## src/rtl/alu_mul_sequencer.sv

```systemverilog
// alu_mul_sequencer: 16x16 shift-and-add multiplier, low WIDTH bits of the product.
// All add, shift and bit-test work is done on the shared ALU. The ALU is
// requested with alu_req/alu_gnt and released between multiplies.
// ALU operand/opcode outputs are registered and are loaded one edge ahead.
// When a state is entered, its ALU command is already on the bus.
module alu_mul_sequencer #(
    parameter int         WIDTH  = 16,
    parameter logic [2:0] OP_ADD = 3'd0,
    parameter logic [2:0] OP_SLL = 3'd2,
    parameter logic [2:0] OP_SRL = 3'd3,
    parameter logic [2:0] OP_AND = 3'd5
) (
    input  logic             clk,
    input  logic             reset,
    input  logic             start,
    input  logic [WIDTH-1:0] opa,
    input  logic [WIDTH-1:0] opb,
    output logic             busy,
    output logic             done,
    output logic [WIDTH-1:0] result,
    output logic             alu_req,
    input  logic             alu_gnt,
    output logic [WIDTH-1:0] alu_a,
    output logic [WIDTH-1:0] alu_b,
    output logic [2:0]       alu_op,
    input  logic [WIDTH-1:0] alu_out,
    input  logic             alu_zero
);

    localparam logic [WIDTH-1:0] ONE = WIDTH'(1);

    typedef enum logic [2:0] {
        S_IDLE,
        S_CHECK,
        S_ADD,
        S_SHL,
        S_SHR,
        S_FIN
    } state_t;

    state_t           state;
    logic [WIDTH-1:0] mcand;
    logic [WIDTH-1:0] mult;
    logic [WIDTH-1:0] acc;

    // Sequencer FSM: datapath registers, handshake and ALU command, all registered.
    // NOTE: sequential state uses non-blocking assignments only, so every
    // right-hand side below sees the values from before this clock edge.
    always_ff @(posedge clk) begin
        if (reset) begin
            state   <= S_IDLE;
            mcand   <= '0;
            mult    <= '0;
            acc     <= '0;
            result  <= '0;
            busy    <= 1'b0;
            done    <= 1'b0;
            alu_req <= 1'b0;
            alu_a   <= '0;
            alu_b   <= '0;
            alu_op  <= OP_ADD;
        end else begin
            case (state)
                S_IDLE: begin
                    if (start) begin
                        mcand   <= opa;
                        mult    <= opb;
                        acc     <= '0;
                        busy    <= 1'b1;
                        alu_req <= 1'b1;
                        alu_a   <= opb;
                        alu_b   <= ONE;
                        alu_op  <= OP_AND;
                        state   <= S_CHECK;
                    end
                end

                // NOTE: without a grant, nothing is assigned. In a clocked
                // block this means "hold" (a flop enable), not a latch.
                S_CHECK: begin
                    if (alu_gnt) begin
                        if (!alu_zero) begin
                            alu_a  <= acc;
                            alu_b  <= mcand;
                            alu_op <= OP_ADD;
                            state  <= S_ADD;
                        end else begin
                            alu_a  <= mcand;
                            alu_b  <= ONE;
                            alu_op <= OP_SLL;
                            state  <= S_SHL;
                        end
                    end
                end

                S_ADD: begin
                    if (alu_gnt) begin
                        acc    <= alu_out;
                        alu_a  <= mcand;
                        alu_b  <= ONE;
                        alu_op <= OP_SLL;
                        state  <= S_SHL;
                    end
                end

                S_SHL: begin
                    if (alu_gnt) begin
                        mcand  <= alu_out;
                        alu_a  <= mult;
                        alu_b  <= ONE;
                        alu_op <= OP_SRL;
                        state  <= S_SHR;
                    end
                end

                S_SHR: begin
                    if (alu_gnt) begin
                        mult <= alu_out;
                        if (alu_zero) begin
                            // No multiplier bits left. Release the ALU and present the product.
                            result  <= acc;
                            done    <= 1'b1;
                            alu_req <= 1'b0;
                            alu_a   <= '0;
                            alu_b   <= '0;
                            alu_op  <= OP_ADD;
                            state   <= S_FIN;
                        end else begin
                            alu_a  <= alu_out;
                            alu_b  <= ONE;
                            alu_op <= OP_AND;
                            state  <= S_CHECK;
                        end
                    end
                end

                S_FIN: begin
                    // START is deliberately not sampled here.
                    result <= acc;
                    done   <= 1'b0;
                    busy   <= 1'b0;
                    state  <= S_IDLE;
                end

                default: state <= S_IDLE;
            endcase
        end
    end

endmodule

```

## config.mk

```make
export PLATFORM = sky130hd
export DESIGN_NAME = alu_mul_sequencer
export DESIGN_NICKNAME = d
export VERILOG_FILES = /design/src/rtl/alu_mul_sequencer.sv
export SDC_FILE = /design/constraint.sdc
export NUM_CORES = 1
export LEC_CHECK = 0
export BUFFER_PORTS_ARGS = -buffer_cell sky130_fd_sc_hd__buf_4
export CAP_MARGIN = 10
export CORE_MARGIN = 4
export CORE_UTILIZATION = 50
export CTS_CLUSTER_SIZE = 24
export DETAILED_ROUTE_END_ITERATION = 7
export PLACE_DENSITY = 0.74
export SKIP_CTS_REPAIR_TIMING = 1
export SYNTH_ARGS = -nofsm -noshare
export SYNTH_HDL_FRONTEND = slang
export SYNTH_SLANG_ARGS = --single-unit
```

## constraint.sdc

```tcl
create_clock -name clk -period 3.56 [get_ports clk]
set_input_delay 0.178 -clock clk [delete_from_list [all_inputs] [get_ports clk]]
set_output_delay 0.178 -clock clk [all_outputs]
set_load 0.02 [all_outputs]
```

; Yosys cells after proc, flatten, opt, wreduce, memory -nomap -nowiden
; Cells that the tools add are included.
[op_classes]
reduce_logical = 18
eq_ne = 12
n_mux = 47
[ops]
columns = operator, n
row1 = 2-to-1 mux 16 bit, 17
row2 = one-hot mux 16 bit (2 select lines), 4
row3 = one-hot mux 16 bit (5 select lines), 1
row4 = one-hot mux 16 bit (4 select lines), 1
row5 = 2-to-1 mux 3 bit, 11
row6 = one-hot mux 3 bit (5 select lines), 2
row7 = "inequality test 2 bit, second input constant", 6
row8 = AND reduction 3 bit, 4
row9 = AND reduction 5 bit, 2
row10 = nonzero test 2 bit, 5
row11 = 2-to-1 mux 1 bit, 7
row12 = "== test 3 x 2 -> 1 bit, second input constant", 2
row13 = "== test 3 bit, second input constant", 2
row14 = one-hot mux 1 bit (2 select lines), 3
row15 = AND reduction 6 bit, 1
row16 = nonzero test 5 bit, 1
row17 = AND reduction 4 bit, 1
row18 = nonzero test 4 bit, 1
row19 = "== test 3 x 1 -> 1 bit, second input constant", 1
row20 = logical NOT 3 bit, 1
row21 = 2-to-1 mux 2 bit, 1
row22 = "inequality test 2 x 1 -> 1 bit, second input constant", 1
row23 = AND reduction 2 bit, 1
row24 = OR reduction 2 bit, 1
[totals]
regBits = 105
output_inout_bits = 54
input_bits = 53
wordCells = 88

; Longest topological paths before layout
; Gate-level depths: netlist of the first run.
[depth]
ltp_word = 4
mapped_depth = 7

; Least setup slack after synthesis of the first run
; OpenSTA, ideal clock, no wires.
[synth_path]
path_kind = register to register
from = register state[1]
to = register alu_op[1]
period_less_slack_ns = 1.535
stages_incl_launch_ff = 6
n_path_buf = 1
t_arrival_ns = 1.465
slack_ns = 2.025
path_cell_list = dfxtp_1 or2_0 buf_2 mux2_4 or3_1 a21oi_1
[synth_via]
elab_chain_cells = 3
[synth_lines]
columns = item, line
row1 = "start, declared", 41  ; state_t state;
row2 = "start signal, assigned", 51  ; state <= S_IDLE;
row3 = "start signal, assigned", 74  ; state <= S_CHECK;
row4 = "start signal, assigned", 86  ; state <= S_ADD;
row5 = == test 3 bit (tied with other cells), 63  ; case (state)
row6 = nonzero test 5 bit (no line) or inequality test 2 bit (tied branches), -
row7 = AND reduction 6 bit (no line), -
row8 = "end signal, assigned", 61  ; alu_op <= OP_ADD;
row9 = "end signal, assigned", 73  ; alu_op <= OP_AND;
row10 = "end signal, assigned", 85  ; alu_op <= OP_ADD;
row11 = "end, declared", 25  ; output logic [2:0] alu_op,
; Several ways; a longest one is shown, not always the timed one.
; A chain may end at the register's enable or synchronous reset.

; Worst setup path in the final report of the first run
[layout_path]
from = register state[1]
to = register alu_a[5]
[layout_via]
elab_chain_cells = 3
[layout_lines]
columns = item, line
row1 = == test 3 bit (tied with other cells), 63
row2 = nonzero test 5 bit (no line) or inequality test 2 bit (tied branches), -
row3 = AND reduction 6 bit (no line), -
row4 = "end signal, assigned", 71  ; alu_a <= opb;
row5 = "end signal, assigned", 88  ; alu_a <= mcand;
row6 = "end signal, assigned", 99  ; alu_a <= mcand;
row7 = "end, declared", 23  ; output logic [WIDTH-1:0] alu_a,
; Several ways; a longest one is shown, not always the timed one.

==> results of run 1 <==
-- report_power, final --
part | internal [mW] | switching, mW | leakage [nW]
Clock | 0.436 | 0.421 | 0.109
Combinational | 0.242 | 0.344 | 1.68
Sequential | 1.25 | 0.0854 | 0.858
Total | 1.93 | 0.850 | 2.64
-- cells by family after synthesis --
family | Yosys count | synth area share, %
flops | 105 | 39.8
mux | 83 | 16.3
xor+xnor | 2 | 0.331
simple gates | 167 | 14.4
buf+inv | 79 | 6.49
compound gates | 178 | 22.8
-- worst max path at each step --
| stage | start | endpoint | slack (ns) | cells after the start |
|---|---|---|---|---|
| global route | state[1] | mult[14] | 0.88 | 6 |
| CTS | state[1] | alu_a[5] | 1.04 | 5 |
| finish | state[1] | alu_a[5] | 0.99 | 5 |
| floorplan | state[1] | alu_op[1] | 2.02 | 5 |
| detailed placement | state[1] | alu_a[5] | 1.05 | 5 |
| global placement | state[1] | alu_op[1] | 1.13 | 5 |
-- critical path: stages, from the launching register on --
cell,delay [ns]
dfxtp_2,0.55
nor3b_2,1.07
buf_4,0.39
o21ai_0,0.13
a22oi_1,0.19
o31ai_1,0.09
-- cell type report --
cell class                      instances  area [µm²]  share of cell area (%)
Inverter                               19        71.3                    1.13
Multi-Input combinational cell        430        2880                    45.4
Sequential cell                       105        2100                    33.2
Clock buffer                           12         155                    2.45
Tap cell                              136         170                    2.68
Timing Repair Buffer                  118         886                    14.0
Clock inverter                          4        75.1                    1.18
-- metrics by stage --
stage          hold WS (ns)  std cells
2_1_floorplan         0.340        614
3_3_place_gp          0.439        808
3_5_place_dp          0.447        808
4_1_cts              0.0939        824
5_1_grt               0.109        824
6_report              0.103        824
-- per-layer routing --
layer  share of wire (%)  wire length [µm]
met1                  47              7460
met2                  44              6930
met3                 7.1              1130
met4                 1.7               261
met5                   0                 0
-- cell usage after synthesis (2+ instances only) --
cell	count
a22oi_1	18
o211ai_1	16
nand2_1	37
nand3_1	21
clkbuf_1	30
buf_2	22
nor2_1	71
mux2_2	16
o311ai_1	3
dfxtp_1	105
buf_1	3
nand3b_1	2
buf_4	5
a21oi_1	40
mux2i_1	65
nand2b_1	19
inv_1	18
nor3b_1	4
o211a_1	14
a211oi_1	32
nor3_1	4
o21ai_0	35
nor2b_1	2
a31oi_1	2
o311ai_0	11
-- state kept, by name (all words and copies together), names as in the netlist --
| name | count |
|---|---|
| alu_b | 16 |
| alu_req | 1 |
| result | 16 |
| mcand | 16 |
| mult | 16 |
| alu_a | 16 |
| busy | 1 |
| alu_op | 3 |
| done | 1 |
| acc | 16 |
| state | 3 |
==> summary.md, run 1 <==
| Metric | Value |
|---|---|
| Syn Area/Cell | `8.61 µm²` |
| CTS tree | `yes` |
| CTS Buf Count | `9` |
| Startpoint Class | `flop` |
| Fin util | `61.4%` |
| Asr flop ratio synth | `0%` |
| Diodes inserted | `0` |
| Pwr Total | `2.78 mW` |
| Data required, critical path | `3.78 ns` |
| Hold endpoint | `acc[1]` |
| Core Footprint | `~0.010 mm²` |
| RSZ-0062 raised after global routing | `no` |
| Hold Vio Cnt, Final | `0` |
| WP data arrival | `roughly 2.8 ns` |
| Vias | `4900` |
| Die area | `0.0123 mm²` |
| Peak VDD IR | `0.281 mV` |
| Commonest cells after routing, fill and taps aside | `118 x buf_4, 103 x dfxtp_1, 70 x nor2_1` |
| Post-synth EDFFs | `0` |
| Max Buffers Root-to-Sink | `2` |
| Post-detail-place hpwl | `11000 µm` |
| Post-placement cell area | `0.00611 mm²` |
| Max FO, Critical Path | `36` |
| Most used DFF post-synth | `dfxtp_1` |
| Main area contributors after synthesis | `dfxtp_1 40%, mux2i_1 12%, nor2_1 5.0%` |
| Worst slew margin | `16.3%` |
| Tcrit/Tclk final | `between 70% and 80%` |
| GRT Total Usage | `between 20% and 30%` |
| Worst R2R Setup Slack | `0.99 ns` |
| Ratio of cells with drive above 1 in the final layout | `23.3%` |
| Vias in the first global route | `4830` |
| Post-synthesis sequential area ratio | `39.8%` |
| Status | `complete, no violations` |
| Leak Pwr | `approximately 2.6 nW` |
| Area grow syn2layout | `19.9%` |
| Fin crit period | `between 2 and 3 ns` |
| Clk_lat worst skew | `0.37 ns` |
| Final setup viols | `0` |
| Post-synthesis net count | `667` |
| Die Span Y | `111 µm` |
| Layout Skew | `between 0.008 and 0.009 ns` |
| R2R cell count | `5` |
| H-tree Lvls | `3` |
| Grt met2 use | `37.9%` |
| Initial DRC count | `491` |
| Worst-Margin Slew | `about 1.2 ns` |
| DRC viols | `0` |
| Post-DRT Antenna Nets | `0` |
| Syn Std Cell Area | `0.00529 mm²` |
| Grt peak-use layer | `met2` |
| Initial Utilization | `51.2%` |
| Initial antenna violation count | `0` |
| Setup CP Type | `reg -> reg` |
| Largest net degree at the start of global routing | `107` |
| Synth Register Bits | `105` |
| # IOs | `about 110` |
| Final worst slack | `0.988 ns` |
| Drt first pass iters | `7` |
| Fin. max-slew vios | `0` |
| PD cells | `439 mW/mm²` |
| Sink Count | `105` |
| Hold depth | `3` |
| Cells after Synth | `614` |
| Die width | `about 110 µm` |
| Finished Cell Area | `approximately 0.0063 mm²` |
| First-pass GRT wire length | `25600 µm` |
| Post-route setup TNS | `0 ns` |
| M3 GR Usage | `5.19%` |
| Vias per cell | `5.95` |
| Layout net count | `736` |
| RR Startpoint | `state[1]` |
| Unique cell type count in the Yosys netlist | `44` |
| Grt ovf | `0` |
| Met1 Use GR | `36.9%` |
| Yosys top cell area share | `39.8%` |
| Clk Tree Root Cell | `clkbuf_8` |
| Fillers | `904` |
| Row cnt | `37` |
| Max-cap viol count | `0` |
| Clock transition at path regs | `approximately 0.10 ns` |
| Routed Wire Length | `around 16000 µm` |
| IO Port Bufs | `106` |
| Pre-CTS WS | `1.05 ns` |
| R2r endpoint | `alu_a[5]` |
| Peak Freq | `between 0.3 and 0.4 GHz` |
| DR WL/cell | `19.1 µm` |
| Area leader, netlist | `dfxtp_1` |
| CP endpoint kind | `flop` |
| Hold crit path type | `in -> reg` |
| Synthesis warning total | `0` |
| Worst Hold Launch | `alu_out[1]` |
| RD Place Congestion | `0.856` |
| Most common cell after layout, fill and taps aside | `buf_4` |
Note: power is estimated with default switching activity, not from simulation.
==> run 2, diff against run 1 <==
--- a/config.mk
+++ b/config.mk
@@ -11,7 +11,7 @@
 export CORE_UTILIZATION = 50
 export CTS_CLUSTER_SIZE = 24
 export DETAILED_ROUTE_END_ITERATION = 7
-export PLACE_DENSITY = 0.74
+export PLACE_DENSITY = 0.77
 export SKIP_CTS_REPAIR_TIMING = 1
 export SYNTH_ARGS = -nofsm -noshare
 export SYNTH_HDL_FRONTEND = slang
==> constraint.sdc (replaced) <==
create_clock -name clk -period 2.23 [get_ports clk]
set_input_delay 0.1115 -clock clk [delete_from_list [all_inputs] [get_ports clk]]
set_output_delay 0.1115 -clock clk [all_outputs]
set_load 0.02 [all_outputs]
==> summary.md, run 2 (same netlist as run 1, synthesis figures left out) <==
| Metric | Value |
|---|---|
| Status | `complete, no violations` |
| Most common cell after layout, fill and taps aside | `buf_4` |
| Vias per cell | `5.87 (-1.3%)` |
| GRT Total Usage | `24.4% (-1.0 points)` |
| Die Span Y | `111 µm (unchanged)` |
| Vias | `4878 (-0.45%)` |
| Die width | `111 µm (unchanged)` |
| Dpl cells | `816 (+0.99%)` |
| RD Place Congestion | `0.864 (+0.92%)` |
| Data required, critical path | `2.54 ns (-1.24 ns)` |
| Peak VDD IR | `0.393 mV (+40%)` |
| R2R cell count | `4 (-1)` |
| DRC viols | `0 (unchanged)` |
| Max FO, Critical Path | `35 (-2.8%)` |
| RR Startpoint | `state[0]` |
| First-pass GRT wire length | `24900 µm (-2.6%)` |
| WP data arrival | `2.23 ns (-0.56 ns)` |
| Hold Vio Cnt, Final | `0 (unchanged)` |
| Area grow syn2layout | `22.2%` |
| Crit path cell chain | `or2_0 -> mux2_4 -> or3_1 -> a21oi_1` |
| RSZ-0062 raised after global routing | `no` |
| IO Port Bufs | `106 (unchanged)` |
| R2r endpoint | `alu_op[1]` |
| Clk Tree Root Cell | `clkbuf_8` |
| Layout Skew | `0.0137 ns (+0.00472 ns)` |
| Fillers | `898 (-0.66%)` |
| CTS tree | `yes` |
| Initial Utilization | `51.2% (unchanged)` |
| Clock transition at path regs | `0.10 ns (about the same)` |
| Commonest cells after routing, fill and taps aside | `123 x buf_4, 103 x dfxtp_1, 70 x nor2_1` |
| Hold endpoint | `acc[11]` |
| DR WL/cell | `18.1 µm (-5.2%)` |
| Fin crit period | `1.92 ns (-0.647 ns)` |
| Layout net count | `744 (+1.1%)` |
| Largest net degree at the start of global routing | `79 (-26%)` |
| Peak Freq | `0.520 GHz (+34%)` |
| Row cnt | `37 (unchanged)` |
| H-tree Lvls | `3 (unchanged)` |
| Slowest cell on crit path | `mux2_4` |
| Worst R2R Setup Slack | `0.31 ns (-0.68 ns)` |
| Fin. max-slew vios | `0 (unchanged)` |
| Final setup viols | `0 (unchanged)` |
| Routed Wire Length | `15100 µm (-4.4%)` |
| Tcrit/Tclk final | `86.3% (+14 points)` |
| PD cells | `705 mW/mm² (+61%)` |
| Die area | `0.0123 mm² (unchanged)` |
| Core Footprint | `0.0103 mm² (unchanged)` |
| Worst slew margin | `56.5% (+40 points)` |
| Post-route setup TNS | `0 ns (unchanged)` |
| Hold crit path type | `in -> reg` |
| Hold depth | `3 (unchanged)` |
| Vias in the first global route | `4726 (-2.2%)` |
| CP endpoint kind | `flop` |
| Diodes inserted | `0 (unchanged)` |
| Startpoint Class | `flop` |
| Initial antenna violation count | `0 (unchanged)` |
| Clk_lat worst skew | `0.37 ns (about the same)` |
| Final worst slack | `0.305 ns (-0.683 ns)` |
| Max stage delay on crit path | `0.49 ns (-0.58 ns)` |
| Post-detail-place hpwl | `10500 µm (-4.4%)` |
| # IOs | `107 (unchanged)` |
| Worst Hold Launch | `alu_out[11]` |
| Sink Count | `105 (unchanged)` |
| Initial DRC count | `528 (+7.5%)` |
| CTS Buf Count | `9 (unchanged)` |
| Worst-Margin Slew | `0.653 ns (-0.597 ns)` |
| Post-DRT Antenna Nets | `0 (unchanged)` |
| Grt ovf | `0 (unchanged)` |
| Setup CP Type | `reg -> reg` |
| Drt first pass iters | `6 (-1)` |
| Max Buffers Root-to-Sink | `2 (unchanged)` |
| Max-cap viol count | `0 (unchanged)` |
| Pre-CTS WS | `0.321 ns (-0.731 ns)` |
| Ratio of cells with drive above 1 in the final layout | `24.2% (+0.92 points)` |
| Leak Pwr | `2.71 nW (+2.6%)` |
| Post-Layout Cell Count | `831 (+0.85%)` |
[run 2: changes by cell type in the layout (fill, tap and decap cells not counted), sizes merged]
cell / change
buf: +8
clkinvlp: -2
bufinv: +1
clkbuf: -1
inv: +1
[run 2: routing by layer]
| layer | wire length (µm) | part of all wire [%] | up-vias | track usage, % |
|---|---|---|---|---|
| met1 | 7150 | 47 | 2290 | 36.0 |
| met4 | 320 | 2.1 | 0 | 8.95 |
| met5 | 0 | 0 | - | 0 |
| li1 | - | - | 2357 | - |
| met3 | 1070 | 7.1 | 29 | 3.44 |
| met2 | 6550 | 43 | 202 | 35.9 |
[run 2: critical path, delay by kind of cell (launching register included)]
family	cells	cell delay, ns
AOI/OAI and AO/OA	1	0.13
and+or+nand+nor	2	0.76
muxes	1	0.49
DFF	1	0.47
[run 2: area by class of cell]
cell class	instances	area, µm²	area share [%]
clock buffers	11	151	2.34
clock inverters	4	98.8	1.53
inverters	19	71.3	1.10
multi-input cells	430	2880	44.6
flip-flops and latches	105	2100	32.6
well taps	136	170	2.64
repair buffers	126	983	15.2
[run 2: where the power goes]
group          switching [mW]  internal (mW)  total [mW]
logic                   0.567          0.412       0.979
registers               0.113           2.00        2.11
clock network           0.650          0.806        1.46
[run 2: stage by stage]
| stage | total power [mW] | utilization, % | instance area [µm²] | hold slack, ns |
|---|---|---|---|---|
| final | 4.55 | 62.5 | 6460 | 0.0297 |
| after global routing | 4.74 | 62.5 | 6460 | 0.0329 |
| after CTS | 4.56 | 62.5 | 6460 | 0.0171 |
| after detailed placement | 3.12 | 60.1 | 6210 | 0.407 |
| after global placement | 3.09 | 60.1 | 6210 | 0.397 |
| after floorplan | 2.75 | - | 5290 | 0.273 |
[run 2: worst max path at each step]
stage                   from   endpoint  slack [ns]  depth (start not counted)
floorplan           state[1]  alu_op[1]        0.69                          5
global placement    state[0]  alu_op[1]        0.34                          4
detailed placement  state[0]  alu_op[1]        0.32                          4
CTS                 state[0]  alu_op[1]        0.29                          4
global route        state[0]    mult[1]        0.17                          6
finish              state[0]  alu_op[1]        0.31                          4
==> run 3, diff against run 2 <==
--- a/config.mk
+++ b/config.mk
@@ -7,7 +7,7 @@
 export LEC_CHECK = 0
 export BUFFER_PORTS_ARGS = -buffer_cell sky130_fd_sc_hd__buf_4
 export CAP_MARGIN = 10
-export CORE_MARGIN = 4
+export CORE_MARGIN = 2
 export CORE_UTILIZATION = 50
 export CTS_CLUSTER_SIZE = 24
 export DETAILED_ROUTE_END_ITERATION = 7
==> summary.md, run 3 (same netlist as run 1, synthesis figures left out) <==
| Metric | Value |
|---|---|
| Status | `complete, no violations` |
| Finished Cell Area | `0.00644 mm² (-0.25%)` |
| Peak VDD IR | `0.310 mV (-21%)` |
| Leak Pwr | `2.72 nW (+0.13%)` |
| P_sw | `1.42 mW (+6.7%)` |
| Initial DRC count | `313 (-41%)` |
| Commonest cells after routing, fill and taps aside | `129 x buf_4, 103 x dfxtp_1, 70 x nor2_1` |
| Vias per cell | `5.84 (-0.49%)` |
| Setup CP Type | `reg -> reg` |
| # IOs | `107 (unchanged)` |
| Clock transition at path regs | `0.11 ns (about the same)` |
| IO Port Bufs | `106 (unchanged)` |
| Ratio of cells with drive above 1 in the final layout | `24.8% (+0.61 points)` |
| R2r endpoint | `alu_op[0]` |
| Worst Hold Launch | `alu_out[2]` |
| Max Buffers Root-to-Sink | `2 (unchanged)` |
| Largest net degree at the start of global routing | `63 (-20%)` |
| Slowest cell on crit path | `dfxtp_2` |
| Die width | `107 µm (-3.6%)` |
| Most common cell after layout, fill and taps aside | `buf_4` |
| Initial antenna violation count | `0 (unchanged)` |
| Hold depth | `3 (unchanged)` |
| Post-placement cell area | `0.00623 mm² (+0.36%)` |
| PD cells | `680 mW/mm² (-3.5%)` |
| H-tree Lvls | `3 (unchanged)` |
| Max FO, Critical Path | `21 (-40%)` |
| Drt first pass iters | `5 (-1)` |
| Net Sw Frac | `32.4% (+3.2 points)` |
| Pwr Total | `4.38 mW (-3.7%)` |
| RR Startpoint | `state[1]` |
| CP endpoint kind | `flop` |
| Routed Wire Length | `15100 µm (+0.16%)` |
| Max-cap viol count | `0 (unchanged)` |
| Post-DRT Antenna Nets | `0 (unchanged)` |
| Layout Skew | `0.0134 ns (-0.000283 ns)` |
| Post-detail-place hpwl | `10800 µm (+3.4%)` |
| DRC viols | `0 (unchanged)` |
| Worst R2R Setup Slack | `0.37 ns (+0.07 ns)` |
| RSZ-0062 raised after global routing | `no` |
| CTS Buf Count | `9 (unchanged)` |
| Clk_lat worst skew | `0.38 ns (about the same)` |
| Clk Tree Root Cell | `clkbuf_8` |
| Vias | `4895 (+0.35%)` |
| First-pass GRT wire length | `24000 µm (-3.6%)` |
| Worst-Margin Slew | `0.658 ns (+0.00490 ns)` |
| Fin crit period | `1.86 ns (-0.0653 ns)` |
| Hold Vio Cnt, Final | `0 (unchanged)` |
| Vias in the first global route | `4544 (-3.9%)` |
| Worst slew margin | `56.1% (-0.33 points)` |
| Tcrit/Tclk final | `83.4% (-2.9 points)` |
| Final setup viols | `0 (unchanged)` |
| Peak Freq | `0.538 GHz (+3.5%)` |
| Hold endpoint | `acc[2]` |
| Grt ovf | `0 (unchanged)` |
| Clock Power Share | `29.3% (-2.7 points)` |
| Layout net count | `750 (+0.81%)` |
| Data required, critical path | `2.54 ns (about the same)` |
| Area grow syn2layout | `21.9%` |
| DR WL/cell | `18.0 µm (-0.68%)` |
| Row cnt | `37 (unchanged)` |
| Fin. max-slew vios | `0 (unchanged)` |
| Comb pwr share | `22.3% (+0.8 points)` |
| Max stage delay on crit path | `0.51 ns (+0.02 ns)` |
| Crit path cell chain | `or2_0 -> mux2i_2 -> buf_4 -> o221ai_1 -> a21oi_1` |
| Die Span Y | `107 µm (-3.6%)` |
| WP data arrival | `2.17 ns (-0.06 ns)` |
| Diodes inserted | `0 (unchanged)` |
| Sink Count | `105 (unchanged)` |
| Hold crit path type | `in -> reg` |
| Post-route setup TNS | `0 ns (unchanged)` |
| R2R cell count | `5 (+1)` |
| Die area | `0.0114 mm² (-7.1%)` |
| Part of the power in registers | `48.4% (+1.9 points)` |
| Core Footprint | `0.0103 mm² (-0.45%)` |
| RD Place Congestion | `0.884 (+2.3%)` |
| GRT Total Usage | `26.8% (+2.4 points)` |
| CTS tree | `yes` |
| Hold_ws | `0.0199 ns (-0.00977 ns)` |
| Initial Utilization | `51.4% (+0.23 points)` |
| Largest delay contributor family on the critical path | `flip-flops` |
| Cell internal pwr | `2.96 mW (-8.0%)` |
| CP bufs+invs | `1 (+1)` |
| Startpoint Class | `flop` |
[run 3: cell type report]
type / instances / area, µm²
fill: 941 / 3840
multi-input combinational: 430 / 2850
timing repair buffer: 132 / 1030
sequential: 105 / 2100
tap: 136 / 170
clock inverter: 7 / 87.6
inverter: 19 / 71.3
clock buffer: 9 / 124
[run 3: tightest hold or removal path, stage by stage]
cell and delay, ns:
buf_4 0.11, a22oi_1 0.07, nor2_1 0.08
[run 3: per-stage QoR]
step           setup WS [ns]  std cells  utilization (%)
2_1_floorplan          0.695        614                -
3_3_place_gp           0.456        822             60.6
3_5_place_dp           0.396        822             60.6
4_1_cts                0.379        838             62.7
5_1_grt                0.258        838             62.7
6_report               0.370        838             62.7
[run 3: worst max-delay path by stage]
stage | from | to | slack, ns | cells past startpoint
5_1_grt | state[1] | alu_op[0] | 0.26 | 5
3_5_place_dp | state[1] | alu_a[8] | 0.40 | 6
4_1_cts | state[1] | alu_op[0] | 0.38 | 5
6_report | state[1] | alu_op[0] | 0.37 | 5
2_1_floorplan | state[1] | alu_op[1] | 0.69 | 5
3_3_place_gp | state[1] | alu_a[13] | 0.46 | 6
[run 3: power groups by stage]
stage               clock network [mW]  logic (mW)  registers (mW)
finish                            1.28       0.977            2.12
global route                      1.38        1.06            2.14
CTS                               1.30       0.975            2.12
detailed placement                   0       0.972            2.16
global placement                     0       0.948            2.16
floorplan                            0       0.583            2.17
[run 3: per-layer routing]
metal | global-route usage, % | wire [µm]
met1 | 40.6 | 7350
met2 | 39.8 | 6630
met3 | 2.49 | 945
met4 | 9.00 | 187
met5 | 0 | 0
